[config.mk]
export PLATFORM = sky130hd
export DESIGN_NAME = serial_subtractor
export DESIGN_NICKNAME = d
export VERILOG_FILES = /design/src/rtl/serial_sub_pkg.sv /design/src/rtl/serial_subtractor_full_subtractor.sv /design/src/rtl/serial_subtractor.sv
export SDC_FILE = /design/constraint.sdc
export NUM_CORES = 1
export LEC_CHECK = 0
export CAP_MARGIN = 5
export CORE_UTILIZATION = 50
export CTS_BUF_LIST = sky130_fd_sc_hd__clkbuf_16
export CTS_CLUSTER_SIZE = 24
export DETAILED_ROUTE_END_ITERATION = 7
export PLACE_DENSITY = 0.77
export SLEW_MARGIN = 40
export SYNTH_ARGS = -nofsm -noshare
export SYNTH_HDL_FRONTEND = slang
export SYNTH_HIERARCHICAL = 1
export SYNTH_SLANG_ARGS = --single-unit
[constraint.sdc]
create_clock -name clk -period 2.7 [get_ports clk]
set_clock_uncertainty 0.15 [all_clocks]
set_input_delay 0.54 -clock clk [delete_from_list [all_inputs] [get_ports clk]]
set_output_delay 0.54 -clock clk [all_outputs]
set_load 0.005 [all_outputs]
[src/rtl/serial_sub_pkg.sv]
// Shared types and helpers for the bit-serial subtractor.
// Latency: n/a (types and constant functions only).
// Backpressure: n/a.
package serial_sub_pkg;

   typedef enum logic [1:0] {
      IDLE = 2'd0,
      RUN  = 2'd1,
      DONE = 2'd2
   } state_t;

   // Counter width needed to count WIDTH compute cycles with headroom.
   function automatic int cnt_width(input int width);
      return $clog2(width) + 1;
   endfunction

endpackage

[src/rtl/serial_subtractor_full_subtractor.sv]
// Single-bit full subtractor: d = x - y - bi, bo = borrow out.
// Latency: purely combinational.
// Backpressure: none.
module full_subtractor (
   input  logic x,
   input  logic y,
   input  logic bi,
   output logic d,
   output logic bo
);

   // Difference bit and borrow generation for one bit position.
   always_comb begin
      d  = x ^ y ^ bi;
      bo = (~x & y) | (~x & bi) | (y & bi);
   end

endmodule

[src/rtl/serial_subtractor.sv]
// Bit-serial a - b - borrow_in, LSB first; optional signed overflow flag (SERIAL_SUB_OVF_EN).
// Latency: result valid WIDTH edges after the accepting edge; one op per WIDTH+2 cycles.
// Backpressure: result and flags held in DONE until out_ready; no new operands accepted meanwhile.
module serial_subtractor
   import serial_sub_pkg::*;
#(
   parameter int WIDTH = 8
) (
   input  logic             clk,
   input  logic             rst_n,
   input  logic             in_valid,
   output logic             in_ready,
   input  logic [WIDTH-1:0] a,
   input  logic [WIDTH-1:0] b,
   input  logic             borrow_in,
   output logic             out_valid,
   input  logic             out_ready,
   output logic [WIDTH-1:0] diff,
   output logic             borrow_out
`ifdef SERIAL_SUB_OVF_EN
   ,
   output logic             overflow
`endif
);

   localparam int CNT_W = cnt_width(WIDTH);

   state_t           state;
   logic [WIDTH-1:0] a_sr;
   logic [WIDTH-1:0] b_sr;
   logic             borrow_q;
   logic [CNT_W-1:0] cnt;
   logic             cell_d;
   logic             cell_bo;

   full_subtractor u_cell (
      .x  (a_sr[0]),
      .y  (b_sr[0]),
      .bi (borrow_q),
      .d  (cell_d),
      .bo (cell_bo)
   );

   // Control FSM and serial datapath. diff doubles as the result shift
   // register: it only moves during RUN, so it is stable in DONE and IDLE.
   always_ff @(posedge clk) begin
      if (!rst_n) begin
         state      <= IDLE;
         in_ready   <= 1'b1;
         out_valid  <= 1'b0;
         a_sr       <= '0;
         b_sr       <= '0;
         diff       <= '0;
         borrow_q   <= 1'b0;
         borrow_out <= 1'b0;
         cnt        <= '0;
`ifdef SERIAL_SUB_OVF_EN
         overflow   <= 1'b0;
`endif
      end else begin
         unique case (state)
            IDLE: begin
               if (in_valid && in_ready) begin
                  a_sr     <= a;
                  b_sr     <= b;
                  borrow_q <= borrow_in;
                  cnt      <= '0;
                  in_ready <= 1'b0;
                  state    <= RUN;
               end
            end
            RUN: begin
               a_sr     <= a_sr >> 1;
               b_sr     <= b_sr >> 1;
               diff     <= {cell_d, diff[WIDTH-1:1]};
               borrow_q <= cell_bo;
               cnt      <= cnt + CNT_W'(1);
               if (cnt == CNT_W'(WIDTH - 1)) begin
                  // Last bit: the cell is looking at the operand MSBs and
                  // producing the result MSB, so the flags come for free.
                  borrow_out <= cell_bo;
`ifdef SERIAL_SUB_OVF_EN
                  overflow   <= (a_sr[0] != b_sr[0]) && (cell_d != a_sr[0]);
`endif
                  out_valid  <= 1'b1;
                  state      <= DONE;
               end
            end
            DONE: begin
               if (out_ready) begin
                  out_valid <= 1'b0;
                  in_ready  <= 1'b1;
                  state     <= IDLE;
               end
            end
            default: begin
               out_valid <= 1'b0;
               in_ready  <= 1'b1;
               state     <= IDLE;
            end
         endcase
      end
   end

endmodule
Yosys cells after proc, flatten, opt, wreduce, memory -nomap -nowiden:

Index checks and enable logic that the tools add are counted.

* bitwise logic cells: 10
* reductions and logical operators: 8
* equal/unequal tests: 6
* add/sub/neg operators: 1
* multiplexer cells: 18

Operators by type and width (count)
* $pmux W8 S2: 2
* $mux W8: 2
* $reduce_and A3 Y1: 3
* $pmux W4 S2: 1
* $mux W2: 3
* $ne A2 B2 Y1 const B: 3
* $pmux W1 S3: 2
* $pmux W2 S3: 1
* $mux W1: 5
* $add A4 B1 Y4 const B: 1
* $eq A4 B3 Y1 const B: 1
* $mux W4: 1
* $reduce_and A2 Y1: 2
* $and A1 B1 Y1: 3
* $not A1 Y1: 3
* $eq A2 B1 Y1 const B: 1
* $eq A2 B2 Y1 const B: 1
* $logic_not A2 Y1: 1
* $or A1 B1 Y1: 2
* $pmux W1 S2: 1
* $reduce_bool A2 Y1: 1
* $xor A1 B1 Y1: 2
* $logic_and A1 B1 Y1: 1

* register bits after elaboration: 34
* output and inout bits: 11

Depth between registers and ports, before layout:

* depth in word-level cells: 5
* mapped depth: 5
* depth with buffers taken out: 5

Cells and area by module:

Netlist, hierarchy kept.

By module, submodules not included
* serial_subtractor: instances 1, cells each 165, area each 1607.8 um2, seq. area each 680.7 um2
* full_subtractor: instances 1, cells each 3, area each 27.5 um2, seq. area each 0.0 um2

Worst setup path before layout:

No wires, ideal clock.

* kind: input to register
* start: input in_valid
* end: register state[0]
* arrival time: 1.316 ns
* path buffers: 1
* cell stages on the path: 4
* setup time: 0.115 ns
* path slack: 1.119 ns
* cells stage by stage: a21oi_1 > buf_2 > nor2_1 > and3_1

* cells in the longest elaborated chain, start to end: 3

Ends and longest elaborated chain
* from (decl): line serial_subtractor.sv:11 `input logic in_valid,`
* $logic_and A1 B1 Y1: line serial_subtractor.sv:63 `if (in_valid && in_ready) begin`
* $ne A2 B2 Y1 (no line)
* $reduce_and A3 Y1 (no line)
* to (signal assigned): line serial_subtractor.sv:69 `state <= RUN;`
* to (signal assigned): line serial_subtractor.sv:86 `state <= DONE;`
* to (signal assigned): line serial_subtractor.sv:93 `state <= IDLE;`
* to (decl): line serial_subtractor.sv:28 `state_t state;`

No other way between the ends.
A chain may end at the register's enable or synchronous reset.

Worst setup path in the final report:

* start: register in_ready
* end: output in_ready

RTL lines
* from (decl): line serial_subtractor.sv:12 `output logic in_ready,`
* from (signal assigned): line serial_subtractor.sv:49 `in_ready <= 1'b1;`
* from (signal assigned): line serial_subtractor.sv:68 `in_ready <= 1'b0;`
* from (signal assigned): line serial_subtractor.sv:92 `in_ready <= 1'b1;`

No word-level cell between the ends.

==> impl_metrics.json <==
{
  "netlist_instances": 168,
  "start_kind": "flip-flop",
  "internal_power_mw": 0.988,
  "slowest_delay_ns": 0.53,
  "synth_area_leaders": "dfxtp_1, mux2_4, o311a_1",
  "cts_setup_buffers": 0,
  "start_util_pct": 53.1,
  "fmax_mhz": 529,
  "yosysTopAreaCell": "dfxtp_1",
  "p_switching_mw": 0.303,
  "vdd_ir_drop_max_uv": 487,
  "io_buffers": 31,
  "period_share_pct": 70.0,
  "tightest_slew_ns": 0.655,
  "cts_tree": "built",
  "die_h_um": 59.2,
  "setup_slack_ns": 0.811,
  "place_ws_ns": 0.627,
  "drtIter0Drc": 59,
  "synth_top_cell_area_share_pct": 41.6,
  "worst_setup_path_end_kind": "output port",
  "cts_max_level": 2,
  "cts_sinks": 34,
  "r2r-end": "a_sr[6]",
  "synth.distinct_cells": 30,
  "cellPowerDensity_nw_per_um2": 617,
  "root_buffer": "clkbuf_16",
  "ys_seq_area_share_pct": 41.6,
  "r2r_slack_ns": 0.90,
  "n_fill_cell": 258,
  "status": "complete, no violations",
  "routed_via_density": 5.62,
  "num-nets-final": 218,
  "p_sw_share_pct": 23.5,
  "hpwl_um": 2160,
  "hold_slack_ns": 0.308,
  "grt_max_degree": 47,
  "rsz0062_at_grt": "false",
  "die_w_um": 59.2,
  "pwr-share-comb_pct": 15.5,
  "slew_violations": 0,
  "grt_pass1_vias": 1207,
  "cts-buffers-inserted": 5,
  "crit_type": "reg2out",
  "drc": 0,
  "arrival_ns": 1.20,
  "cts_resized": 0,
  "vias": 1343,
  "max-clock-path-buffers": 2,
  "reg2reg_depth": 4,
  "die-area_um2": 3500,
  "avgSynthCellArea_um2": 9.73,
  "p_leak_nw": 0.841,
  "cap_violations": 0,
  "r2r_start": "state[0]",
  "final_cell_mix": "dfxtp_1, clkdlybuf4s50_1, nand2_1",
  "min_from": "diff[0]",
  "setup_violations": 0,
  "dr.pass1.iters": 4,
  "cp_slowest_cell": "clkdlybuf4s50_1",
  "hold_depth": 2,
  "holdCritPathClass": "reg2reg",
  "multi_input_comb_area_um2": 861,
  "antenna_left": 0,
  "gp_congestion": 0.744,
  "holdPathEnd": "diff[0]",
  "slew-limit-headroom_pct": 56.3,
  "num_io_pins": 32,
  "crit_family": "buffers and inverters",
  "post_synth_instance_area_um2": 1640,
  "wl_per_cell_um": 13.9,
  "pwr-share-clk_pct": 41.0,
  "coreArea_um2": 3080,
  "row_count": 20,
  "routed_wl_um": 3330,
  "worst_setup_hold_path_clk_slew_ns": 0.05,
  "synth_nets": 191,
  "antennaDiodeCount": 0,
  "overflow": 0,
  "crit_required_ns": 2.01,
  "hold_viol": 0,
  "regArea_um2": 681,
  "antenna_found_initial": 0,
  "ys_warn_count": 6,
  "power_frac_seq_pct": 43.5,
  "layout_commonest_cell": "dfxtp_1",
  "area_growth_pct": 27.9,
  "p_total_mw": 1.29,
  "timing.critical_path.buf_inv": 1,
  "drive_gt1_share_pct": 14.4,
  "path_cells": "clkdlybuf4s50_1",
  "grt_pass1_wl_um": 5420,
  "ys_seq_elements": 34,
  "timing.setup.tns_ns": 0,
  "cts_hold_buf": 0,
  "grtUsageTotal_pct": 21.1,
  "clock_latency_ns": 0.27,
  "critPathMaxFanout": 5,
  "min_period_ns": 1.89
}
worst max-delay path by stage:
| stage | cells past startpoint | end | startpoint |
|---|---|---|---|
| 3_3_place_gp | 4 | a_sr[7] | in_valid |
| 6_report | 1 | in_ready | in_ready |
| 4_1_cts | 1 | in_ready | in_ready |
| 5_1_grt | 1 | in_ready | in_ready |
| 3_5_place_dp | 4 | b_sr[7] | in_valid |
| 2_1_floorplan | 4 | state[0] | in_valid |
cell type report:
class	instances	area share [%]
clock inverters	2	0.479
multi-input cells	115	41.2
inverters	3	0.539
flip-flops and latches	34	32.6
well taps	44	2.63
repair buffers	36	16.6
clock buffers	5	5.98
power groups by stage:
stage | Clock [mW] | Sequential (mW) | Combinational, mW
6_report | 0.529 | 0.561 | 0.201
5_1_grt | 0.554 | 0.565 | 0.220
4_1_cts | 0.534 | 0.561 | 0.202
3_5_place_dp | 0 | 0.570 | 0.199
3_3_place_gp | 0 | 0.569 | 0.194
2_1_floorplan | 0 | 0.562 | 0.147
flip-flops by register name, indices dropped and copies added, names as in the netlist:
name and cells:
b_sr 8, a_sr 8, cnt 4, in_ready 1, borrow_out 1, out_valid 1, state 2, borrow_q 1
diff 8
through the flow:
step / util (%) / cell area [um2] / instances
3_3_place_gp: 63.5 / 1960 / 232
3_5_place_dp: 63.5 / 1960 / 232
5_1_grt: 67.9 / 2090 / 239
6_report: 67.9 / 2090 / 239
4_1_cts: 67.9 / 2090 / 239
2_1_floorplan: - / 1640 / 168
logic make-up (layout without fill, tap and decap cells):
logic type / count (synthesis) / after routing / share of synthesized area (%)
buffers and inverters: 19 / 46 / 5.97
AND/OR/NAND/NOR: 42 / 42 / 12.9
adder cells (fa/ha/maj): 2 / 2 / 1.99
flip-flops: 34 / 34 / 41.6
multiplexers: 16 / 16 / 13.2
AO/OA/AOI/OAI: 55 / 55 / 24.3
routing by layer:
metal  vias to the layer above  wire length [um]  track usage, %
met2                        27              1600            34.3
met4                         0                34            10.5
met5                         -                 0               0
met1                       652              1540            24.7
li1                        662                 -               -
met3                         2               153            7.21
cells in the mapped netlist (all sizes together):
cell     instances
dfxtp           34
nand2           22
mux2            15
o21bai          15
o311a           15
a21oi           13
clkbuf          10
o21ai            7
buf              6
nor2             4
a31oi            3
inv              3
nand2b           2
nand3            2
nand3b           2
nor2b            2
nor3b            2
or4b             2
a2bb2oi          1
and3             1
fa               1
ha               1
mux2i            1
nand4b           1
o21a             1
or2              1
or3              1
Note: power is estimated with default switching activity, not from simulation.
==> patch 1 (same flow settings) <==
Change the parameter `WIDTH` from 8 to 9.
--- a/src/rtl/serial_subtractor.sv
+++ b/src/rtl/serial_subtractor.sv
@@ -4,7 +4,7 @@
 module serial_subtractor
    import serial_sub_pkg::*;
 #(
-   parameter int WIDTH = 8
+   parameter int WIDTH = 9
 ) (
    input  logic             clk,
    input  logic             rst_n,
Ports: changed (resized a, b and diff); port bits go from 32 to 35. The function was not compared with the original's and may differ.
==> patch 1 against the unedited design <==
Routed wire length up 6.2%. Sequential cell count is 4 higher. Final area is 8.4% higher. Power grew 22%. Critical path depth rose by 3. Setup slack worse by 55 ps. Area after synthesis rose by 6.9%. Critical path type is now primary input to flop.
==> patch 1: results (changes against the unedited design) <==
| Metric | Value |
|---|---|
| Vias in the first global route | `1,238 (was 1,207)` |
| Arr. time, crit path | `2000 ps (was 1200 ps)` |
| Setup bufs post-CTS | `0 (unchanged)` |
| Crit-path slowest cell | `clkdlybuf4s50_1 (unchanged)` |
| Seq/Total Area, Yosys | `43.5% (was 41.6%)` |
| Crit path largest cell delay | `640 ps (was 530 ps)` |
| Met1 Resource Use GR | `28.0% (was 24.7%)` |
| Crit path max fanout | `35 (was 5)` |
| Yosys warns | `6 (unchanged)` |
| Port bufs | `34 (was 31)` |
| Fraction of area in multi-input gates | `38.1% (was 41.2%)` |
| Met1 wire length | `1710 microns (was 1540 microns)` |
| Routed WL | `3540 microns (was 3330 microns)` |
| Top Registers | `a_sr (9), b_sr (9), diff (9) (was a_sr (8), b_sr (8), diff (8))` |
| Post-Synth XOR/XNOR Area | `0% (unchanged)` |
| DR WL met3 | `130 microns (was 153 microns)` |
| Synth top area cells | `dfxtp_1, nand2_1, o21ba_1 (was dfxtp_1, mux2_4, o311a_1)` |
| Mapped Area | `1750 sq um (was 1640 sq um)` |
| DP Area | `2080 sq um (was 1960 sq um)` |
| Post-Synth Adder-Cell Area | `2.58% (was 1.99%)` |
| Met3 Usage GRT | `5.04% (was 7.21%)` |
| First-pass GRT wire length | `5680 microns (was 5420 microns)` |
| Vias/cell | `5.42 (was 5.62)` |
| Count of multi-input gates | `141 (was 115)` |
| GR Util met2 | `32.8% (was 34.3%)` |
| Clk cell area share | `8.33% (was 6.46%)` |
| Nets | `257 (was 218)` |
| FILL cells | `298 (was 258)` |
| Final setup fails | `0 (unchanged)` |
| Final Cell Area | `2270 sq um (was 2090 sq um)` |
| Max-slew violations | `0 (unchanged)` |
| Data buffer area share | `16.3% (was 16.6%)` |
| Placer Congestion | `0.753 (was 0.744)` |
| Inverters | `7 (was 3)` |
| Least-Margin Pin Slew | `578 ps (was 655 ps)` |
| Clock transition at path regs | `60 ps` |
| Peak VDD IR | `0.000391 V (was 0.000487 V)` |
| Syn Nets | `229 (was 191)` |
| Synth cell count leaders | `nand2_1, dfxtp_1, a311oi_1 (was dfxtp_1, nand2_1, o21bai_1, o311a_1, a21oi_1)` |
| Layout cell share with drive strength beyond 1 | `7.76% (was 14.4%)` |
| LEAKAGE | `0.877 nW (was 0.841 nW)` |
| Fraction of area in registers | `33.6% (was 32.6%)` |
| Root buffer cell | `clkbuf_16 (unchanged)` |
| Top cell family by delay on the critical path | `buffers and inverters (unchanged)` |
| Number of non-clock buffers | `38 (was 36)` |
| Complex-gate fraction of the synthesized area | `27.3% (was 24.3%)` |
| Multiplexer area fraction after synthesis | `0.573% (was 13.2%)` |
| Clk sinks | `38 (was 34)` |
| Clk_lat worst skew | `270 ps (about the same)` |
| Synth cell types | `33 (was 30)` |
| Status | `finished clean (unchanged)` |
| Hpwl dp | `2100 microns (was 2160 microns)` |
| Largest net degree at the start of global routing | `36 (was 47)` |
| Post-CTS sizing | `0 (unchanged)` |
| Starting DRT DRC Count | `111 (was 59)` |
| DR WL met2 | `1660 microns (was 1600 microns)` |
| All-layer global routing usage | `20.7% (was 21.1%)` |
patch 1: cell count changes after synthesis, moves of 10 or more:
cell / before / now
o311a_1: 15 / 0
o21ba_1: 0 / 16
a311oi_1: 0 / 17
mux2_4: 10 / 0
o21bai_1: 15 / 0
nand2_1: 22 / 58
patch 1: report_power, final:
part	leakage (nW)	internal (mW)	switching, mW
sequential	0.312	0.600	0.0240
clock	0.0915	0.526	0.213
combinational	0.474	0.109	0.102
total	0.877	1.23	0.339
patch 1: final timing paths:
| check | to | cells past startpoint | slack, ps | start |
|---|---|---|---|---|
| max | b_sr[8] | 4 | 760 | rst_n |
| min | diff[0] | 2 | 310 | diff[0] |
| max reg2reg | cnt[3] | 3 | 890 | state[0] |
| min reg2reg | diff[0] | 2 | 310 | diff[0] |
patch 1: through the flow:
stage	total power [mW]	cells	setup WS, ps
2_1_floorplan	0.781	203	1340
3_3_place_gp	0.841	270	484
3_5_place_dp	0.845	270	479
4_1_cts	1.58	278	760
5_1_grt	1.64	278	641
6_report	1.57	278	756
==> patch 2 (config.mk and constraints unchanged) <==
Without the edit above. The 3 states of `state_t` get a one-hot encoding in 3 bits.
--- a/src/rtl/serial_sub_pkg.sv
+++ b/src/rtl/serial_sub_pkg.sv
@@ -3,10 +3,10 @@
 // Backpressure: n/a.
 package serial_sub_pkg;
 
-   typedef enum logic [1:0] {
-      IDLE = 2'd0,
-      RUN  = 2'd1,
-      DONE = 2'd2
+   typedef enum logic [2:0] {
+      IDLE = 3'b001,
+      RUN  = 3'b010,
+      DONE = 3'b100
    } state_t;
 
    // Counter width needed to count WIDTH compute cycles with headroom.
Behaviour: same outputs for any inputs over 10 cycles, from zero or initial values and one cycle with rst_n low; not proved beyond that.
==> patch 2 against the unedited design <==
Final area is 0.18% lower. Power is 4.5% higher. Routed wire length is 17% higher. Combinational power is 9% higher. Sequential cell count is 1 higher. Register-to-register slack worse by 170 ps. Sequential share of layout area is 1.0 points higher. Area after synthesis is 0.77% lower. Setup slack worse by 76 ps. Fmax is 3.9% lower. Synthesized cell count is 15% higher. Critical path depth is 3 higher. Critical endpoint is now diff[2]. Largest power group unchanged. Highest routed layer unchanged.
==> patch 2: results (changes against the unedited design) <==
| Metric | Value |
|---|---|
| LEAKAGE | `0.695 nW (was 0.841 nW)` |
| Least-Margin Pin Slew | `681 ps (was 655 ps)` |
| Crit-path slowest cell | `nor3b_4 (was clkdlybuf4s50_1)` |
| Met1 Resource Use GR | `30.4% (was 24.7%)` |
| Synth cell count leaders | `dfxtp_1, nand3_1, a31oi_1 (was dfxtp_1, nand2_1, o21bai_1, o311a_1, a21oi_1)` |
| DR WL met2 | `1920 microns (was 1600 microns)` |
| Final worst setup slack | `735 ps (was 811 ps)` |
| End of the critical path | `diff[2] (was in_ready)` |
| Clock transition at path regs | `50 ps (about the same)` |
| DR vias | `1,606 (was 1,343)` |
| Comb power | `0.220 mW (was 0.201 mW)` |
| Met3 Usage GRT | `9.39% (was 7.21%)` |
| Syn Nets | `216 (was 191)` |
| GR Util met2 | `39.4% (was 34.3%)` |
| Hold worst-path end | `diff[0] (unchanged)` |
| Starting DRT DRC Count | `104 (was 59)` |
| Layout cell share with drive strength beyond 1 | `6.39% (was 14.4%)` |
| Placement Setup Slack | `486 ps (was 627 ps)` |
| Crit path max fanout | `17 (was 5)` |
| R2R Path Start | `state[1] (was state[0])` |
| Multiplexer area fraction after synthesis | `0% (was 13.2%)` |
| Hpwl dp | `2570 microns (was 2160 microns)` |
| Synth top area cells | `dfxtp_1, nand3_1, a31oi_1 (was dfxtp_1, mux2_4, o311a_1)` |
| R2R cell count | `4 (unchanged)` |
| Seq/Total Area, Yosys | `43.2% (was 41.6%)` |
| Top cell family by delay on the critical path | `simple AND/OR/NAND/NOR gates (was buffers and inverters)` |
| Setup bufs post-CTS | `0 (unchanged)` |
| First-pass GRT wire length | `6440 microns (was 5420 microns)` |
| Yosys warns | `6 (unchanged)` |
| Peak VDD IR | `0.000437 V (was 0.000487 V)` |
| Clk_lat worst skew | `280 ps` |
| FILL cells | `256 (was 258)` |
| DR WL met3 | `309 microns (was 153 microns)` |
| Largest net degree at the start of global routing | `29 (was 47)` |
| Crit path largest cell delay | `660 ps (was 530 ps)` |
| CP endpoint kind | `flop (was output pin)` |
| Nets | `241 (was 218)` |
| Worst Hold Path Cells | `2 (unchanged)` |
| Synth cell types | `36 (was 30)` |
| All-layer global routing usage | `25.4% (was 21.1%)` |
| Met1 wire length | `1600 microns (was 1540 microns)` |
| Antenna diodes | `0 (unchanged)` |
| Vias in the first global route | `1,502 (was 1,207)` |
| Crit path from | `state[1] (was in_ready)` |
| Status | `finished clean (unchanged)` |
| Placer Congestion | `0.806 (was 0.744)` |
| Sequential Power Share | `44.2% (was 43.5%)` |
| DR WL/cell | `14.9 microns (was 13.9 microns)` |
| Final setup fails | `0 (unchanged)` |
| Cell-internal power | `0.985 mW (was 0.988 mW)` |
| Complex-gate fraction of the synthesized area | `24.8% (was 24.3%)` |
| Post-Synth Adder-Cell Area | `2.00% (was 1.99%)` |
| Post-CTS sizing | `0 (unchanged)` |
| Top Registers | `a_sr (8), b_sr (8), diff (8) (unchanged)` |
-- patch 2: cell types whose count changed after synthesis, sizes merged, moves of 3 or more --
cell and change:
a31oi +17, a22oi +16, o21ai -4, nand2 -3, nor2 -3, o21bai -15, o211ai +3, mux2 -15
o311a -15, nand3 +32
-- patch 2: metrics by stage --
stage	instance area (sq um)	cells	hold slack, ps	utilization [%]	total power, mW
floorplan	1620	193	297	-	0.739
global placement	1940	255	293	63.2	0.808
detailed placement	1950	255	303	63.4	0.822
CTS	2090	263	310	67.8	1.35
global route	2090	263	338	67.8	1.41
finish	2090	263	306	67.8	1.35
-- patch 2: area by class of cell --
cell class	instances	share of cell area (%)
timing repair buffer	36	16.7
sequential	35	33.6
tap	44	2.64
clock buffer	5	6.00
multi-input combinational	135	39.7
inverter	5	0.899
clock inverter	3	0.540
-- patch 2: cells by family after synthesis --
family / after synthesis
adders and majority gates: 2
and+or+nand+nor: 71
AOI/OAI and AO/OA: 62
DFF: 35
buffers and inverters: 23
